--- config.mk ---
export PLATFORM = sky130hd
export DESIGN_NAME = frog_life_controller
export DESIGN_NICKNAME = d
export VERILOG_FILES = /design/src/rtl/frog_life_controller.sv
export SDC_FILE = /design/constraint.sdc
export NUM_CORES = 1
export LEC_CHECK = 0
export CORE_MARGIN = 2
export CORE_UTILIZATION = 60
export DETAILED_ROUTE_END_ITERATION = 12
export DONT_BUFFER_PORTS = 1
export PLACE_DENSITY = 0.83
export SYNTH_ARGS = -nofsm -noshare
export SYNTH_HDL_FRONTEND = slang
export SYNTH_SLANG_ARGS = --single-unit
--- constraint.sdc ---
create_clock -name i_Clk -period 2.8 [get_ports i_Clk]
set_clock_uncertainty 0.1 [all_clocks]
set_input_delay 0.56 -clock i_Clk [delete_from_list [all_inputs] [get_ports i_Clk]]
set_output_delay 0.56 -clock i_Clk [all_outputs]
set_load 0.01 [all_outputs]
--- src/rtl/frog_life_controller.sv ---
// ---------------------------------------------------------------------------
// frog_life_controller
//
// Game-state keeper for the frog game. Sits right after the collision
// checker and tracks lives, level and game-over. It also tells the frog and
// car movement blocks when to freeze and when the frog must respawn. Timing
// of the post-hit freeze is paced by the per-frame tick from the VGA timing
// block.
//
// Optional feature macro: FROG_LIFE_GRACE_EN
//   When defined, every respawn opens a window of GRACE_TICKS frames.
//   Collisions are ignored during that window. When undefined, a collision
//   edge counts on the very next cycle after a respawn.
//
// Ports:
//   i_Clk          system clock
//   i_Rst_N        asynchronous active-low reset
//   i_Frame_Tick   one-cycle pulse per video frame
//   i_Start        start/restart request (level sampled)
//   i_Has_Collided registered collision flag, high while frog overlaps a car
//   i_Frog_Y       frog top-left Y position
//   o_Lives        remaining lives
//   o_Level        current level (saturates at MAX_LEVEL)
//   o_Freeze       1 = movement blocks hold their positions
//   o_Respawn      one-cycle pulse, frog returns to its start tile
//   o_Level_Up     one-cycle pulse when the goal row is reached
//   o_Game_Over    high while in GAME_OVER
// ---------------------------------------------------------------------------
module frog_life_controller #(
  parameter int INIT_LIVES       = 3,
  parameter int HIT_FREEZE_TICKS = 60,
  parameter int GRACE_TICKS      = 30,
  parameter int GOAL_ROW_Y       = 0,
  parameter int MAX_LEVEL        = 15
) (
  input  logic       i_Clk,
  input  logic       i_Rst_N,
  input  logic       i_Frame_Tick,
  input  logic       i_Start,
  input  logic       i_Has_Collided,
  input  logic [9:0] i_Frog_Y,
  output logic [2:0] o_Lives,
  output logic [3:0] o_Level,
  output logic       o_Freeze,
  output logic       o_Respawn,
  output logic       o_Level_Up,
  output logic       o_Game_Over
);

  // One counter width serves both the freeze counter and the grace counter,
  // never narrower than 8 bits.
  localparam int FREEZE_W = $clog2(HIT_FREEZE_TICKS + 1);
  localparam int GRACE_W  = $clog2(GRACE_TICKS + 1);
  localparam int WIDE_W   = (FREEZE_W > GRACE_W) ? FREEZE_W : GRACE_W;
  localparam int CNT_W    = (WIDE_W > 8) ? WIDE_W : 8;

  localparam logic [2:0]       LIVES_INIT   = 3'(INIT_LIVES);
  localparam logic [3:0]       LEVEL_MAX    = 4'(MAX_LEVEL);
  localparam logic [9:0]       GOAL_Y       = 10'(GOAL_ROW_Y);
  localparam logic [CNT_W-1:0] FREEZE_COUNT = CNT_W'(HIT_FREEZE_TICKS);

  typedef enum logic [1:0] {
    ST_IDLE,
    ST_PLAY,
    ST_HIT,
    ST_GAME_OVER
  } state_e;

  state_e           state_q;
  logic [2:0]       lives_q;
  logic [3:0]       level_q;
  logic             freeze_q;
  logic             respawn_q;
  logic             levelUp_q;
  logic             gameOver_q;
  logic             collPrev_q;
  logic             goalArmed_q;
  logic [CNT_W-1:0] frameCnt_q;

`ifdef FROG_LIFE_GRACE_EN
  localparam logic [CNT_W-1:0] GRACE_LOAD = CNT_W'(GRACE_TICKS);
  logic [CNT_W-1:0] graceCnt_q;
`endif

  logic             collEdge;
  logic             atGoal;
  logic             graceActive;
  logic             hitTaken;
  logic             goalTaken;
  logic             startTaken;
  logic             freezeDone;
  logic             respawnNext;
  logic [CNT_W-1:0] frameCntInc;

  // Decision logic shared by the FSM and the grace counter. A hit is the
  // rising edge of the collision flag, so a flag that stays high across a
  // respawn cannot count twice. A hit always beats a goal in the same cycle,
  // and the goal only counts once per visit to the goal row (goalArmed_q).
  always_comb begin
    frameCntInc = frameCnt_q + CNT_W'(1);
    collEdge    = i_Has_Collided & ~collPrev_q;
    atGoal      = (i_Frog_Y == GOAL_Y);
`ifdef FROG_LIFE_GRACE_EN
    graceActive = (graceCnt_q != '0);
`else
    graceActive = 1'b0;
`endif
    hitTaken    = (state_q == ST_PLAY) && collEdge && !graceActive;
    goalTaken   = (state_q == ST_PLAY) && !hitTaken && atGoal && goalArmed_q;
    startTaken  = ((state_q == ST_IDLE) || (state_q == ST_GAME_OVER)) && i_Start;
    freezeDone  = (state_q == ST_HIT) && i_Frame_Tick && (frameCntInc == FREEZE_COUNT);
    respawnNext = startTaken || goalTaken || (freezeDone && (lives_q != 3'd0));
  end

  // Main game FSM with all outputs registered. Each decision lands on the
  // same edge that samples its condition. The collision history and the goal
  // re-arm flag update every cycle regardless of state.
  always_ff @(posedge i_Clk or negedge i_Rst_N) begin
    if (!i_Rst_N) begin
      state_q     <= ST_IDLE;
      lives_q     <= LIVES_INIT;
      level_q     <= 4'd0;
      freeze_q    <= 1'b1;
      respawn_q   <= 1'b0;
      levelUp_q   <= 1'b0;
      gameOver_q  <= 1'b0;
      collPrev_q  <= 1'b0;
      goalArmed_q <= 1'b1;
      frameCnt_q  <= '0;
    end else begin
      collPrev_q <= i_Has_Collided;
      respawn_q  <= respawnNext;
      levelUp_q  <= goalTaken;

      if (!atGoal) begin
        goalArmed_q <= 1'b1;
      end else if (goalTaken) begin
        goalArmed_q <= 1'b0;
      end

      case (state_q)
        ST_IDLE, ST_GAME_OVER: begin
          freeze_q <= 1'b1;
          if (startTaken) begin
            state_q    <= ST_PLAY;
            lives_q    <= LIVES_INIT;
            level_q    <= 4'd0;
            freeze_q   <= 1'b0;
            gameOver_q <= 1'b0;
          end
        end

        ST_PLAY: begin
          freeze_q <= 1'b0;
          if (hitTaken) begin
            state_q    <= ST_HIT;
            freeze_q   <= 1'b1;
            frameCnt_q <= '0;
            if (lives_q != 3'd0) begin
              lives_q <= lives_q - 3'd1;
            end
          end else if (goalTaken && (level_q != LEVEL_MAX)) begin
            level_q <= level_q + 4'd1;
          end
        end

        ST_HIT: begin
          freeze_q <= 1'b1;
          if (i_Frame_Tick) begin
            frameCnt_q <= frameCntInc;
            if (freezeDone) begin
              if (lives_q == 3'd0) begin
                state_q    <= ST_GAME_OVER;
                gameOver_q <= 1'b1;
              end else begin
                state_q  <= ST_PLAY;
                freeze_q <= 1'b0;
              end
            end
          end
        end

        default: begin
          state_q <= ST_IDLE;
        end
      endcase
    end
  end

`ifdef FROG_LIFE_GRACE_EN
  // Grace window after every respawn. The load shares the respawn decision so
  // the window is already open on the first cycle the frog is back in play.
  // It only counts down on frame ticks while actually playing.
  always_ff @(posedge i_Clk or negedge i_Rst_N) begin
    if (!i_Rst_N) begin
      graceCnt_q <= '0;
    end else if (respawnNext) begin
      graceCnt_q <= GRACE_LOAD;
    end else if ((state_q == ST_PLAY) && i_Frame_Tick && (graceCnt_q != '0)) begin
      graceCnt_q <= graceCnt_q - CNT_W'(1);
    end
  end
`endif

  assign o_Lives     = lives_q;
  assign o_Level     = level_q;
  assign o_Freeze    = freeze_q;
  assign o_Respawn   = respawn_q;
  assign o_Level_Up  = levelUp_q;
  assign o_Game_Over = gameOver_q;

endmodule

==> Implementation_results.wiki <==
{| class="wikitable"
! Metric !! Value
|-
| #FFs+latches synth || 23
|-
| WL met2 || 1680 µm
|-
| Largest fanout of any net on the critical path || 11
|-
| Post-CTS Setup Bufs || 0
|-
| Net Switching || 0.520 mW
|-
| Reg2Reg Launch Point || frameCnt_q[0]
|-
| DR pass1 iterations || 4
|-
| Final total power || 1.17 mW
|-
| Average cell area after synthesis || 8.89 µm²
|-
| Cell Pwr Density || 783 nW/µm²
|-
| Total number of vias || 1,230
|-
| WP data arrival || 2560 ps
|-
| Path depth of the worst reg2reg path || 6
|-
| Power share of the sequential group || 39.7%
|-
| CTS tree || done
|-
| Vias in the first global route || 1,209
|-
| Routed wire length on met3 || 174 µm
|-
| Fmax || 415 MHz
|-
| Critical register-to-register path endpoint || state_q[0]
|-
| Final core utilization || 66.7%
|-
| Initial standard-cell utilization of the core || 64.1%
|-
| Cell Area, Synth || 1430 µm²
|-
| Sequential share of the synthesized area || 40.6%
|-
| Synthesis-to-finish area growth || 4.02%
|-
| Status || finished clean
|-
| Terminating pin of the worst hold path || collPrev_q
|-
| Cell Rows || 17
|-
| Required arrival time at the worst endpoint || 2960 ps
|-
| Startpoint kind of the worst setup timing path || flip-flop
|-
| Number of DRC violations after detailed routing || 0
|-
| Unrepaired setup endpoints after global routing || false
|-
| Area enclosed by the die boundary || 2790 µm²
|-
| Overall die height || 52.8 µm
|-
| Routability Congestion || 0.879
|-
| Int Power || 0.646 mW
|-
| Number of enable flip-flop cells after synthesis || 0
|-
| Transition time of the tightest slew-check pin || 1020 ps
|-
| Wire length on met1 || 1280 µm
|-
| Via density per instance || 6.47
|-
| Antenna violations before repair || 0
|-
| Maximum level of the CTS H-tree || 1
|-
| Total GRT Usage || 26.6%
|-
| Highest metal layer with signal wires || met4
|-
| Reg clk slew, reported paths || 130 ps
|-
| Number of port buffers || 0
|-
| Global route total overflow || 0
|-
| Hold depth || 0
|-
| Root Driver || sky130_fd_sc_hd__clkbuf_4
|-
| Area inside the core boundary || 2230 µm²
|-
| Worst voltage drop across the vdd grid || 0.538 mV
|-
| Finished Cell Area || 1490 µm²
|-
| Final setup violation count || 0
|-
| WHS || 153 ps
|-
| Hpwl dp || 2360 µm
|-
| Worst setup slack before clock tree synthesis || 450 ps
|-
| Most used flip-flop cell after synthesis || sky130_fd_sc_hd__dfrtp_1
|-
| Clock Latency Late Sink || 320 ps
|-
| Proportion of layout cells with a drive suffix above 1 || 10.5%
|-
| Leakage || 0.654 nW
|-
| Detail Route Antenna Nets || 0
|-
| Proportion of register bits with asynchronous set or reset after synthesis || 100%
|-
| Part of the power in combinational logic || 47.1%
|-
| Slew margin rel. || 31.8%
|-
| Number of gates resized after cts || 0
|-
| Unique masters post-synth || 47
|-
| Switching portion of total power || 44.6%
|-
| Post-Syn Nets || 184
|-
| Final Routed Wirelength || 3170 µm
|-
| Non-filler instance count after layout || 190
|-
| Hold crit path type || input pin to flip-flop
|-
| Crit Path Category || flip-flop to flip-flop
|-
| Number of diodes || 0
|-
| Worst setup path startpoint || frameCnt_q[0]
|-
| Final Net Count || 186
|-
| Most frequent cells in the layout || sky130_fd_sc_hd__nand2_1 (19), sky130_fd_sc_hd__dfrtp_1 (19), sky130_fd_sc_hd__o21ai_0 (13)
|-
| Die Width || 52.8 µm
|-
| Final slew viol count || 0
|-
| Post-route worst setup slack || 391 ps
|-
| Number of CTS-inserted buffers || 3
|-
| Hold violation total from the final report || 0
|-
| Total number of clock tree sinks || 23
|-
| Worst setup slack for register-to-register paths || 390 ps
|-
| Average wire length per cell after detail routing || 16.7 µm
|-
| Startpoint of the worst hold path || i_Has_Collided
|-
| Post-layout min period || 2410 ps
|-
| Cell count after placement || 185
|-
| Maximum Capacitance Violations || 0
|-
| First-pass GRT wire length || 5370 µm
|-
| Post-placement cell area || 1450 µm²
|-
| I/O pins || 26
|-
| Setup TNS || 0 ps
|-
| Gate count after technology mapping || 161
|-
| Share of total power in the clock network || 13.3%
|-
| Pin count of the biggest net entering global routing || 24
|-
| Share of the clock period used by the worst path after layout || 86.0%
|-
| Initial drt markers || 33
|-
| Maximum count of clock buffers along a single path || 2
|-
| Syn. warnings || 0
|-
| Worst setup EP type || flip-flop
|}
[cell usage after synthesis (2+ instances only)]
library cell	n	area share (%)
sky130_fd_sc_hd__a21oi_1	7	2.4
sky130_fd_sc_hd__a221o_1	2	1.4
sky130_fd_sc_hd__a22o_1	2	1.2
sky130_fd_sc_hd__a22oi_1	3	1.6
sky130_fd_sc_hd__buf_2	2	0.70
sky130_fd_sc_hd__clkbuf_1	3	0.79
sky130_fd_sc_hd__dfrtp_1	19	33
sky130_fd_sc_hd__dfstp_2	4	7.3
sky130_fd_sc_hd__ha_1	8	7.0
sky130_fd_sc_hd__inv_1	12	3.1
sky130_fd_sc_hd__mux2i_1	3	2.1
sky130_fd_sc_hd__nand2_1	19	5.0
sky130_fd_sc_hd__nand2b_1	3	1.3
sky130_fd_sc_hd__nand3_1	10	3.5
sky130_fd_sc_hd__nor2_1	9	2.4
sky130_fd_sc_hd__nor3_1	7	2.4
sky130_fd_sc_hd__nor4_1	3	1.3
sky130_fd_sc_hd__o21ai_0	13	4.5
sky130_fd_sc_hd__o22ai_1	3	1.3
sky130_fd_sc_hd__o31ai_1	2	1.0
[layer usage]
metal / up-vias / global-route usage, %
met2: 41 / 48.3
met3: 5 / 4.00
met5: - / 0
li1: 589 / -
met4: 0 / 12.0
met1: 595 / 30.4
[sequential cells by signal, indices dropped and copies added, names as in the netlist]
signal       count
collPrev_q       1
frameCnt_q       8
goalArmed_q      1
o_Freeze         1
o_Game_Over      1
o_Level          4
o_Level_Up       1
o_Lives          3
o_Respawn        1
state_q          2
[area by class of cell]
type	instances	area, µm²
Tap cell	28	35.0
Inverter	12	45.0
Fill cell	171	744
Multi-Input combinational cell	120	777
Sequential cell	23	581
Timing Repair Buffer	3	25.0
Clock buffer	4	26.3
[worst max-delay path, stage by stage, from the launching register on]
cell and delay, ps:
sky130_fd_sc_hd__dfrtp_1 540, sky130_fd_sc_hd__ha_1 340, sky130_fd_sc_hd__nand3_2 90, sky130_fd_sc_hd__or2_0 220, sky130_fd_sc_hd__a221o_1 450, sky130_fd_sc_hd__or4_1 530, sky130_fd_sc_hd__nand3_1 80
[kinds of logic after synthesis]
family                     Yosys count  synth area share, %
and+or+nand+nor                     65                 24.0
AOI/OAI and AO/OA                   43                 20.6
DFF                                 23                 40.6
buffers and inverters               18                 5.16
adders and majority gates            8                 6.99
muxes                                3                 2.10
xor gates and xnor gates             1                0.612
[what timing repair did]
action / in CTS / in global routing
endpoints found under the hold margin: 23 / 0
endpoints found under the setup margin: 0 / 0
hold buffers: 1 / 0
[power by group through the flow]
stage | Clock [mW] | Combinational, mW | Sequential, mW
after floorplan | 0 | 0.409 | 0.451
after global placement | 0 | 0.491 | 0.462
after detailed placement | 0 | 0.532 | 0.469
after CTS | 0.158 | 0.543 | 0.463
after global routing | 0.172 | 0.622 | 0.472
final | 0.155 | 0.549 | 0.463
[worst max-delay path by stage]
stage | endpoint | slack (ps)
after floorplan | state_q[0] | 630
after global routing | state_q[0] | 270
after global placement | state_q[0] | 540
after detailed placement | state_q[0] | 450
final | state_q[0] | 390
after CTS | state_q[0] | 430
(Power assumes the default switching activity.)
